<file path="src/rtl/ppu_vram_arb_if.sv">
`default_nettype none
// ============================================================================
// Module   : ppu_vram_arb_if
// Purpose  : Bundle of the render fetch port, the CPU ($2007) access port and
//            the shared PPU memory port seen by the VRAM arbiter.
// Modports : slave  - arbiter side (consumes requests, drives memory strobes)
//            master - environment side (render/CPU requesters and memory)
// Revision : 1.0 - initial release
// ============================================================================
interface ppu_vram_arb_if #(
    parameter int ADDR_W = 14
);
    // Render fetch port
    logic              ren_req;
    logic [ADDR_W-1:0] ren_addr;
    logic              ren_ack;
    logic [7:0]        ren_rdata;
    // CPU access port
    logic              cpu_req;
    logic              cpu_rnw;
    logic [ADDR_W-1:0] cpu_addr;
    logic [7:0]        cpu_wdata;
    logic              cpu_busy;
    logic              cpu_done;
    logic [7:0]        cpu_rdata;
    logic              cpu_overrun;
    // Shared memory port
    logic [ADDR_W-1:0] ppu_mem_addr;
    logic [7:0]        ppu_mem_dout;
    logic              ppu_mem_rd_req;
    logic              ppu_mem_wr_req;
    logic              ppu_mem_ack;
    logic [7:0]        ppu_mem_din;

    modport slave (
        input  ren_req, ren_addr, cpu_req, cpu_rnw, cpu_addr, cpu_wdata,
               ppu_mem_ack, ppu_mem_din,
        output ren_ack, ren_rdata, cpu_busy, cpu_done, cpu_rdata, cpu_overrun,
               ppu_mem_addr, ppu_mem_dout, ppu_mem_rd_req, ppu_mem_wr_req
    );

    modport master (
        output ren_req, ren_addr, cpu_req, cpu_rnw, cpu_addr, cpu_wdata,
               ppu_mem_ack, ppu_mem_din,
        input  ren_ack, ren_rdata, cpu_busy, cpu_done, cpu_rdata, cpu_overrun,
               ppu_mem_addr, ppu_mem_dout, ppu_mem_rd_req, ppu_mem_wr_req
    );
endinterface
`default_nettype wire

</file>
<file path="src/rtl/ppu_vram_arb.sv">
`default_nettype none
// ============================================================================
// Module   : ppu_vram_arb
// Purpose  : Arbitrates PPU VRAM between render fetches and single-entry CPU
//            accesses. Render normally wins; a pending CPU access is forced
//            after STARVE_MAX consecutive render grants.
// Ports    : clk   - system clock, rising edge
//            rst_n - asynchronous active-low reset
//            bus   - ppu_vram_arb_if.slave (render, CPU and memory ports)
// Revision : 1.0 - initial release
// ============================================================================
module ppu_vram_arb #(
    parameter int STARVE_MAX = 4,
    parameter int ADDR_W     = 14
) (
    input  logic          clk,
    input  logic          rst_n,
    ppu_vram_arb_if.slave bus
);

    localparam logic [2:0] STARVE_LIM = 3'(STARVE_MAX);

    typedef enum logic [1:0] {
        ST_IDLE    = 2'd0,
        ST_REN_ACC = 2'd1,
        ST_CPU_ACC = 2'd2
    } state_t;

    state_t            state_q;
    logic              slot_vld_q;
    logic              slot_rnw_q;
    logic [ADDR_W-1:0] slot_addr_q;
    logic [7:0]        slot_wdata_q;
    logic [2:0]        starve_q;
    logic [ADDR_W-1:0] mem_addr_q;
    logic [7:0]        mem_dout_q;
    logic              rd_req_q;
    logic              wr_req_q;
    logic              cpu_done_q;
    logic              cpu_ovr_q;
    logic [7:0]        cpu_rdata_q;

    // CPU wins the IDLE decision when its slot is pending and render is
    // either absent or has used up its starvation allowance.
    logic cpu_win_d;
    assign cpu_win_d = slot_vld_q && (!bus.ren_req || (starve_q == STARVE_LIM));

    always_ff @(posedge clk or negedge rst_n) begin
        if (!rst_n) begin
            state_q      <= ST_IDLE;
            slot_vld_q   <= 1'b0;
            slot_rnw_q   <= 1'b0;
            slot_addr_q  <= '0;
            slot_wdata_q <= 8'h00;
            starve_q     <= 3'd0;
            mem_addr_q   <= '0;
            mem_dout_q   <= 8'h00;
            rd_req_q     <= 1'b0;
            wr_req_q     <= 1'b0;
            cpu_done_q   <= 1'b0;
            cpu_ovr_q    <= 1'b0;
            cpu_rdata_q  <= 8'h00;
        end else begin
            cpu_done_q <= 1'b0;
            // The slot stays valid through CPU_ACC, so a request landing in
            // the completion cycle still sees busy and is dropped.
            cpu_ovr_q  <= bus.cpu_req && slot_vld_q;

            if (bus.cpu_req && !slot_vld_q) begin
                slot_vld_q   <= 1'b1;
                slot_rnw_q   <= bus.cpu_rnw;
                slot_addr_q  <= bus.cpu_addr;
                slot_wdata_q <= bus.cpu_wdata;
            end

            if (!slot_vld_q) begin
                starve_q <= 3'd0;
            end

            case (state_q)
                ST_IDLE: begin
                    if (cpu_win_d) begin
                        state_q    <= ST_CPU_ACC;
                        mem_addr_q <= slot_addr_q;
                        rd_req_q   <= slot_rnw_q;
                        wr_req_q   <= !slot_rnw_q;
                        if (!slot_rnw_q) begin
                            mem_dout_q <= slot_wdata_q;
                        end
                        starve_q   <= 3'd0;
                    end else if (bus.ren_req) begin
                        state_q    <= ST_REN_ACC;
                        mem_addr_q <= bus.ren_addr;
                        rd_req_q   <= 1'b1;
                        if (slot_vld_q && (starve_q != STARVE_LIM)) begin
                            starve_q <= starve_q + 3'd1;
                        end
                    end
                end
                ST_REN_ACC: begin
                    if (bus.ppu_mem_ack) begin
                        rd_req_q <= 1'b0;
                        state_q  <= ST_IDLE;
                    end
                end
                ST_CPU_ACC: begin
                    if (bus.ppu_mem_ack) begin
                        rd_req_q   <= 1'b0;
                        wr_req_q   <= 1'b0;
                        cpu_done_q <= 1'b1;
                        if (slot_rnw_q) begin
                            cpu_rdata_q <= bus.ppu_mem_din;
                        end
                        slot_vld_q <= 1'b0;
                        state_q    <= ST_IDLE;
                    end
                end
                default: begin
                    state_q  <= ST_IDLE;
                    rd_req_q <= 1'b0;
                    wr_req_q <= 1'b0;
                end
            endcase
        end
    end

    // Render data is forwarded straight from memory in the ack cycle.
    assign bus.ren_ack        = (state_q == ST_REN_ACC) && bus.ppu_mem_ack;
    assign bus.ren_rdata      = bus.ren_ack ? bus.ppu_mem_din : 8'h00;
    assign bus.cpu_busy       = slot_vld_q;
    assign bus.cpu_done       = cpu_done_q;
    assign bus.cpu_rdata      = cpu_rdata_q;
    assign bus.cpu_overrun    = cpu_ovr_q;
    assign bus.ppu_mem_addr   = mem_addr_q;
    assign bus.ppu_mem_dout   = mem_dout_q;
    assign bus.ppu_mem_rd_req = rd_req_q;
    assign bus.ppu_mem_wr_req = wr_req_q;

endmodule
`default_nettype wire

</file>
<file path="src/flat_wrapper.sv">
// flat-port wrapper written by rule: the top's interface ports become plain ports
module ppu_vram_arb_flat 
#(
    parameter int STARVE_MAX = 4,
    parameter int ADDR_W     = 14
)
  (clk, rst_n, bus_ren_req, bus_ren_addr, bus_cpu_req, bus_cpu_rnw, bus_cpu_addr, bus_cpu_wdata, bus_ppu_mem_ack, bus_ppu_mem_din, bus_ren_ack, bus_ren_rdata, bus_cpu_busy, bus_cpu_done, bus_cpu_rdata, bus_cpu_overrun, bus_ppu_mem_addr, bus_ppu_mem_dout, bus_ppu_mem_rd_req, bus_ppu_mem_wr_req);
  ppu_vram_arb_if #(.ADDR_W(ADDR_W)) bus_i ();
  input  logic clk;
  input  logic rst_n;
  input wire logic [$bits(bus_i.ren_req)-1:0] bus_ren_req;
  input wire logic [$bits(bus_i.ren_addr)-1:0] bus_ren_addr;
  input wire logic [$bits(bus_i.cpu_req)-1:0] bus_cpu_req;
  input wire logic [$bits(bus_i.cpu_rnw)-1:0] bus_cpu_rnw;
  input wire logic [$bits(bus_i.cpu_addr)-1:0] bus_cpu_addr;
  input wire logic [$bits(bus_i.cpu_wdata)-1:0] bus_cpu_wdata;
  input wire logic [$bits(bus_i.ppu_mem_ack)-1:0] bus_ppu_mem_ack;
  input wire logic [$bits(bus_i.ppu_mem_din)-1:0] bus_ppu_mem_din;
  output wire logic [$bits(bus_i.ren_ack)-1:0] bus_ren_ack;
  output wire logic [$bits(bus_i.ren_rdata)-1:0] bus_ren_rdata;
  output wire logic [$bits(bus_i.cpu_busy)-1:0] bus_cpu_busy;
  output wire logic [$bits(bus_i.cpu_done)-1:0] bus_cpu_done;
  output wire logic [$bits(bus_i.cpu_rdata)-1:0] bus_cpu_rdata;
  output wire logic [$bits(bus_i.cpu_overrun)-1:0] bus_cpu_overrun;
  output wire logic [$bits(bus_i.ppu_mem_addr)-1:0] bus_ppu_mem_addr;
  output wire logic [$bits(bus_i.ppu_mem_dout)-1:0] bus_ppu_mem_dout;
  output wire logic [$bits(bus_i.ppu_mem_rd_req)-1:0] bus_ppu_mem_rd_req;
  output wire logic [$bits(bus_i.ppu_mem_wr_req)-1:0] bus_ppu_mem_wr_req;
  assign bus_i.ren_req = bus_ren_req;
  assign bus_i.ren_addr = bus_ren_addr;
  assign bus_i.cpu_req = bus_cpu_req;
  assign bus_i.cpu_rnw = bus_cpu_rnw;
  assign bus_i.cpu_addr = bus_cpu_addr;
  assign bus_i.cpu_wdata = bus_cpu_wdata;
  assign bus_i.ppu_mem_ack = bus_ppu_mem_ack;
  assign bus_i.ppu_mem_din = bus_ppu_mem_din;
  assign bus_ren_ack = bus_i.ren_ack;
  assign bus_ren_rdata = bus_i.ren_rdata;
  assign bus_cpu_busy = bus_i.cpu_busy;
  assign bus_cpu_done = bus_i.cpu_done;
  assign bus_cpu_rdata = bus_i.cpu_rdata;
  assign bus_cpu_overrun = bus_i.cpu_overrun;
  assign bus_ppu_mem_addr = bus_i.ppu_mem_addr;
  assign bus_ppu_mem_dout = bus_i.ppu_mem_dout;
  assign bus_ppu_mem_rd_req = bus_i.ppu_mem_rd_req;
  assign bus_ppu_mem_wr_req = bus_i.ppu_mem_wr_req;
  ppu_vram_arb #(.STARVE_MAX(STARVE_MAX), .ADDR_W(ADDR_W)) u_core (.clk(clk), .rst_n(rst_n), .bus(bus_i));
endmodule
</file>
<file path="config.mk">
export PLATFORM = sky130hd
export DESIGN_NAME = ppu_vram_arb_flat
export DESIGN_NICKNAME = d
export VERILOG_FILES = /design/src/rtl/ppu_vram_arb_if.sv /design/src/rtl/ppu_vram_arb.sv /design/src/flat_wrapper.sv
export SDC_FILE = /design/constraint.sdc
export NUM_CORES = 1
export LEC_CHECK = 0
export ABC_AREA = 1
export BUFFER_PORTS_ARGS = -buffer_cell sky130_fd_sc_hd__buf_2
export CORE_MARGIN = 2
export CORE_UTILIZATION = 51
export CTS_CLUSTER_SIZE = 24
export DETAILED_ROUTE_END_ITERATION = 7
export PLACE_DENSITY = 0.8
export REMOVE_ABC_BUFFERS = 1
export SLEW_MARGIN = 30
export SYNTH_ARGS = -nofsm -noshare
export SYNTH_HDL_FRONTEND = slang
export SYNTH_SLANG_ARGS = --single-unit
</file>
<file path="constraint.sdc">
create_clock -name clk -period 1.6 [get_ports clk]
set_input_delay 0.24 -clock clk [delete_from_list [all_inputs] [get_ports clk]]
set_output_delay 0.24 -clock clk [all_outputs]
set_load 0.1 [all_outputs]
</file>
## Word-level counts from Yosys, hierarchy flattened

Index checks and enable logic that the tools add are counted.

| cells by class | value |
|---|---|
| add/subtract/negate cells | 1 |
| equality and inequality tests | 8 |
| multiplexer cells | 23 |
| bitwise operators | 2 |
| reductions and logical operators | 17 |

Operators with widths:

| operator | count |
|---|---|
| $mux 14 | 2 |
| $mux 3 | 5 |
| $mux 1 | 9 |
| $reduce_and 3->1 | 3 |
| $mux 8 | 1 |
| $mux 2 | 3 |
| $logic_and 1x1->1 | 5 |
| $ne 2x1->1 const B | 2 |
| $pmux 2 s2 | 1 |
| $reduce_and 2->1 | 2 |
| $add 3x1->3 const B | 1 |
| $eq 3x3->1 const B | 1 |
| $logic_not 1->1 | 3 |
| $ne 3x2->1 const B | 1 |
| $ne 3x3->1 const B | 1 |
| $pmux 1 s3 | 1 |
| $eq 2x1->1 const B | 1 |
| $eq 2x2->1 const B | 1 |
| $logic_not 2->1 | 1 |
| $ne 2x2->1 const B | 1 |
| $not 1->1 | 2 |
| $pmux 1 s2 | 1 |
| $reduce_bool 2->1 | 1 |
| $reduce_or 2->1 | 1 |
| $logic_or 1x1->1 | 1 |

| word-level totals | value |
|---|---|
| flip-flop bits (word level) | 63 |
| bits of input ports | 50 |
| output and inout port bits | 44 |
| word-level logic and storage cells | 64 |

## Logic depth before layout (Yosys ltp)

| depth | value |
|---|---|
| word-level depth | 6 |
| gate-level depth with buffers | 9 |
| depth with buffers taken out | 9 |

## Worst setup path after synthesis

OpenSTA, ideal clock, no wires.

| timing | value |
|---|---|
| path kind | register to output |
| from | register u_core.state_q[1] |
| to | output bus_ren_rdata[0] |
| data arrival time | 2027 ps |
| data required time | 1360 ps |
| slack | -667 ps |
| stages on the path, launching flop included | 5 |
| path buffers | 0 |
| cells stage by stage | dfrtp_1 > inv_1 > ha_1 > nand2_1 > nor2_1 |

| between the ends | value |
|---|---|
| longest elaborated chain between the ends | 3 |

RTL lines:

| element | RTL line | source |
|---|---|---|
| start, declared | ppu_vram_arb.sv:29 | `state_t state_q;` |
| start signal, assigned | ppu_vram_arb.sv:50 | `state_q <= ST_IDLE;` |
| start signal, assigned | ppu_vram_arb.sv:83 | `state_q <= ST_CPU_ACC;` |
| start signal, assigned | ppu_vram_arb.sv:92 | `state_q <= ST_REN_ACC;` |
| $eq 2x1->1 | ppu_vram_arb.sv:128 | `assign bus.ren_ack = (state_q == ST_REN_ACC) && bus.ppu_mem_ack;` |
| $logic_and 1x1->1 | ppu_vram_arb.sv:128 |  |
| $mux 8 | ppu_vram_arb.sv:129 | `assign bus.ren_rdata = bus.ren_ack ? bus.ppu_mem_din : 8'h00;` |
| end, declared | flat_wrapper.sv:20 | `output wire logic [$bits(bus_i.ren_rdata)-1:0] bus_ren_rdata;` |

Every way passes these cells.

## Final worst setup path

| timing | value |
|---|---|
| from | register u_core.state_q[1] |
| to | output bus_ren_rdata[4] |

Same word-level chain as after synthesis.

==> reports/results.tsv <==
stage	metric	value	unit
finish	FILL cells	430	
floorplan	Starting Density	52.9	%
route	DR vias/cell	4.93	
grt	total track usage	22.1	%
setup_path	r2r worst-path depth	8	
timing	post-route minimum period	1.70	ns
finish	P&R area growth vs syn	36.2	%
timing	Tightest Pin Transition	0.502	ns
worst_hold_path	Hold Path Class	primary input to flip-flop	
logic_synthesis	register bit count reported by yosys	63	
timing	max_slew headroom	66.8	%
cts	clock buffer count from CTS	9	
finish	share of post-route cells with drive strength above 1	39.5	%
finish	NumNets Final	465	
floorplan	Die W	79.8	µm
setup_path	Crit path arrival time	1.46	ns
setup_path	Worst EP required	1.36	ns
timing	# setup viols final	9	
placed_design	dpl ws	0.0496	ns
placed_design	Inst Count DP	465	
cts	Worst-Skew Late Latency	0.33	ns
setup_path	Worst Path Max Fanout	5	
route	drt wl/cell	13.7	µm
setup_path	Worst R2R Setup Slack	0.08	ns
timing	clk_skew	0.0139	ns
grt	GRT Residual Overflow	0	
placed_design	Final GP Congestion	0.729	
route	first-iteration detailed-routing DRC count	163	
logic_synthesis	Netlist cell types	22	
outcome	outcome	finished, violations left	
finish	Non-Filler Instances	487	
setup_path	startpoint types	flip-flop	
timing	Max Fclk	590	MHz
route	# DRC	0	
cts	CTS tree	done	
setup_path	reg2reg start	u_core.state_q[1]	
floorplan	core area	0.00554	mm²
timing	Slew Viols, Final	0	
logic_synthesis	register area share after synthesis	53.8	%
placed_design	Port Buf Inserts	93	
route	DRT Pass-1 Iters	4	
timing	Fin. Hold Viols	0	
cts	H-tree Lvls	3	
setup_path	critical path endpoint	bus_ren_rdata[4]	
finish	fin util	72.0	%
grt	first-pass GRT wire length	10900	µm
cts	root buf cell	clkbuf_8	
route	DR vias	2399	
timing	crit share post-route	106	%
floorplan	die area	0.00637	mm²
cts	CTS max path bufs	2	
run	Max-Cap Viols	0	
setup_path	CP Capture Type	output port	
floorplan	Top Ports	94	
logic_synthesis	Syn Std Cell Area	0.00293	mm²
logic_synthesis	Post-Syn Area per Cell	9.64	µm²
setup_path	RR Endpoint	u_core.bus.cpu_rdata[5]	
floorplan	Std-Cell Rows	27	
route	Routed WL	6700	µm
timing	final worst setup slack	-0.0950	ns
grt	initial antenna violation count	0	
cts	CTS Sinks	63	
route	DRT antenna net count	0	
placed_design	Detailed Place HPWL	4450	µm
outcome	failing checks	setup timing	
floorplan	Die Ht	79.8	µm
grt	largest net degree at the start of global routing	64	
cts	clock transition at the registers of the reported paths	0.08	ns
grt	vias in the first global route	2317	
logic_synthesis	Syn. warnings	0	
worst_hold_path	hold_sp	bus_cpu_addr[7]	
finish	antenna cells	0	
timing	hold_ws	0.129	ns
timing	unrepaired setup endpoints after global routing	true	
logic_synthesis	Gate Count Post-Synth	304	
setup_path	Critical Path Start	u_core.state_q[1]	
setup_path	Crit Path Class	flip-flop to output port	
==> registers in the layout (all words and copies together), names as in the netlist <==
signal and cells:
u_core.state_q 2, u_core.bus.cpu_busy 1, u_core.slot_wdata_q 8, u_core.bus.cpu_done 1, u_core.slot_addr_q 14, u_core.bus.ppu_mem_wr_req 1, u_core.bus.cpu_overrun 1, u_core.starve_q 3
u_core.bus.ppu_mem_addr 14, u_core.bus.ppu_mem_dout 8, u_core.bus.ppu_mem_rd_req 1, u_core.bus.cpu_rdata 8, u_core.slot_rnw_q 1
==> worst min path at each step <==
| stage | endpoint | slack (ns) | cells past startpoint |
|---|---|---|---|
| floorplan | u_core.bus.cpu_busy | -0.06 | 0 |
| global placement | u_core.bus.ppu_mem_addr[5] | 0.27 | 2 |
| detailed placement | u_core.bus.ppu_mem_addr[7] | 0.28 | 2 |
| CTS | u_core.slot_addr_q[7] | 0.12 | 2 |
| global route | u_core.slot_addr_q[7] | 0.12 | 2 |
| finish | u_core.slot_addr_q[7] | 0.13 | 2 |
==> placed cells by master, fill, tap and decap left out, drive strengths merged <==
cell type	Yosys	routed
nand3	27	27
bufinv	0	3
clkinvlp	0	2
buf	10	103
clkbuf	0	11
dlygate4sd3	0	1
dfrtp	63	63
a21oi	5	5
o21ai	12	12
nand3b	13	13
nand2	94	95
nor2	16	16
inv	38	38
mux2	21	21
ha	5	5
==> per-layer routing <==
| metal | track usage, % | part of all wire [%] |
|---|---|---|
| met4 | 7.80 | 1.1 |
| met3 | 5.09 | 5.5 |
| met2 | 36.9 | 53 |
| met1 | 28.5 | 40 |
| met5 | 0 | 0 |
==> cells by family (layout without fill, tap and decap cells) <==
kind of cell               count (synthesis)  in the layout  synth area share [%]
AOI/OAI and AO/OA                         17             17                  3.42
adders and majority gates                  5              5                  2.13
muxes                                     21             21                  8.97
buffers and inverters                     48            158                  8.24
DFF                                       63             63                  53.8
and+or+nand+nor                          150            151                  23.4
==> cells in the mapped netlist <==
| library cell | instances | area share [%] |
|---|---|---|
| nand2_1 | 90 | 12 |
| dfrtp_1 | 63 | 54 |
| inv_1 | 35 | 4.5 |
| nand3_1 | 27 | 4.6 |
| nor2_1 | 15 | 1.9 |
| mux2_2 | 14 | 5.4 |
| nand3b_1 | 13 | 3.3 |
| o21ai_0 | 11 | 1.9 |
| buf_6 | 7 | 2.7 |
| mux2_4 | 7 | 3.6 |
| ha_1 | 5 | 2.1 |
| a21oi_1 | 4 | 0.68 |
| buf_2 | 2 | 0.34 |
| inv_2 | 2 | 0.26 |
| nand2_4 | 2 | 0.77 |
| a21oi_2 | 1 | 0.30 |
| buf_4 | 1 | 0.26 |
| inv_4 | 1 | 0.21 |
| nand2_2 | 1 | 0.21 |
| nand2_8 | 1 | 0.68 |
| nor2_4 | 1 | 0.38 |
| o21ai_4 | 1 | 0.56 |
==> area by class of cell <==
cell class	instances	area (µm²)	share of cell area, %
flip-flops and latches	63	1580	39.5
multi-input cells	194	1220	30.5
repair buffers	104	713	17.9
inverters	38	148	3.70
clock buffers	11	141	3.54
clock inverters	5	105	2.63
well taps	72	90.1	2.26
==> repair_timing <==
| item | in CTS | in global routing |
|---|---|---|
| hold endpoints to repair | 63 | 0 |
| setup endpoints to repair | 9 | 25 |
| hold buffers | 1 | 0 |
| cloned | 1 | 0 |
| buffers inserted | 2 | 2 |
| gates resized for setup | 22 | 4 |
| pin swaps | 0 | 3 |
==> through the flow <==
| step | area (µm²) | setup TNS [ns] |
|---|---|---|
| global placement | 3600 | 0 |
| global route | 3990 | -0.947 |
| detailed placement | 3600 | 0 |
| floorplan | 2830 | -30.19 |
| finish | 3990 | -0.715 |
| CTS | 3970 | -0.261 |
==> worst max-delay path: stages (launching register included) <==
cell and delay (ns):
dfrtp_1 0.41, inv_2 0.09, ha_4 0.19, nand2_8 0.10, nor2_4 0.15, buf_12 0.18
Power is left out: the tool's default activity adds up to more than one toggle a clock period on the data nets, which glitch-free logic cannot reach.
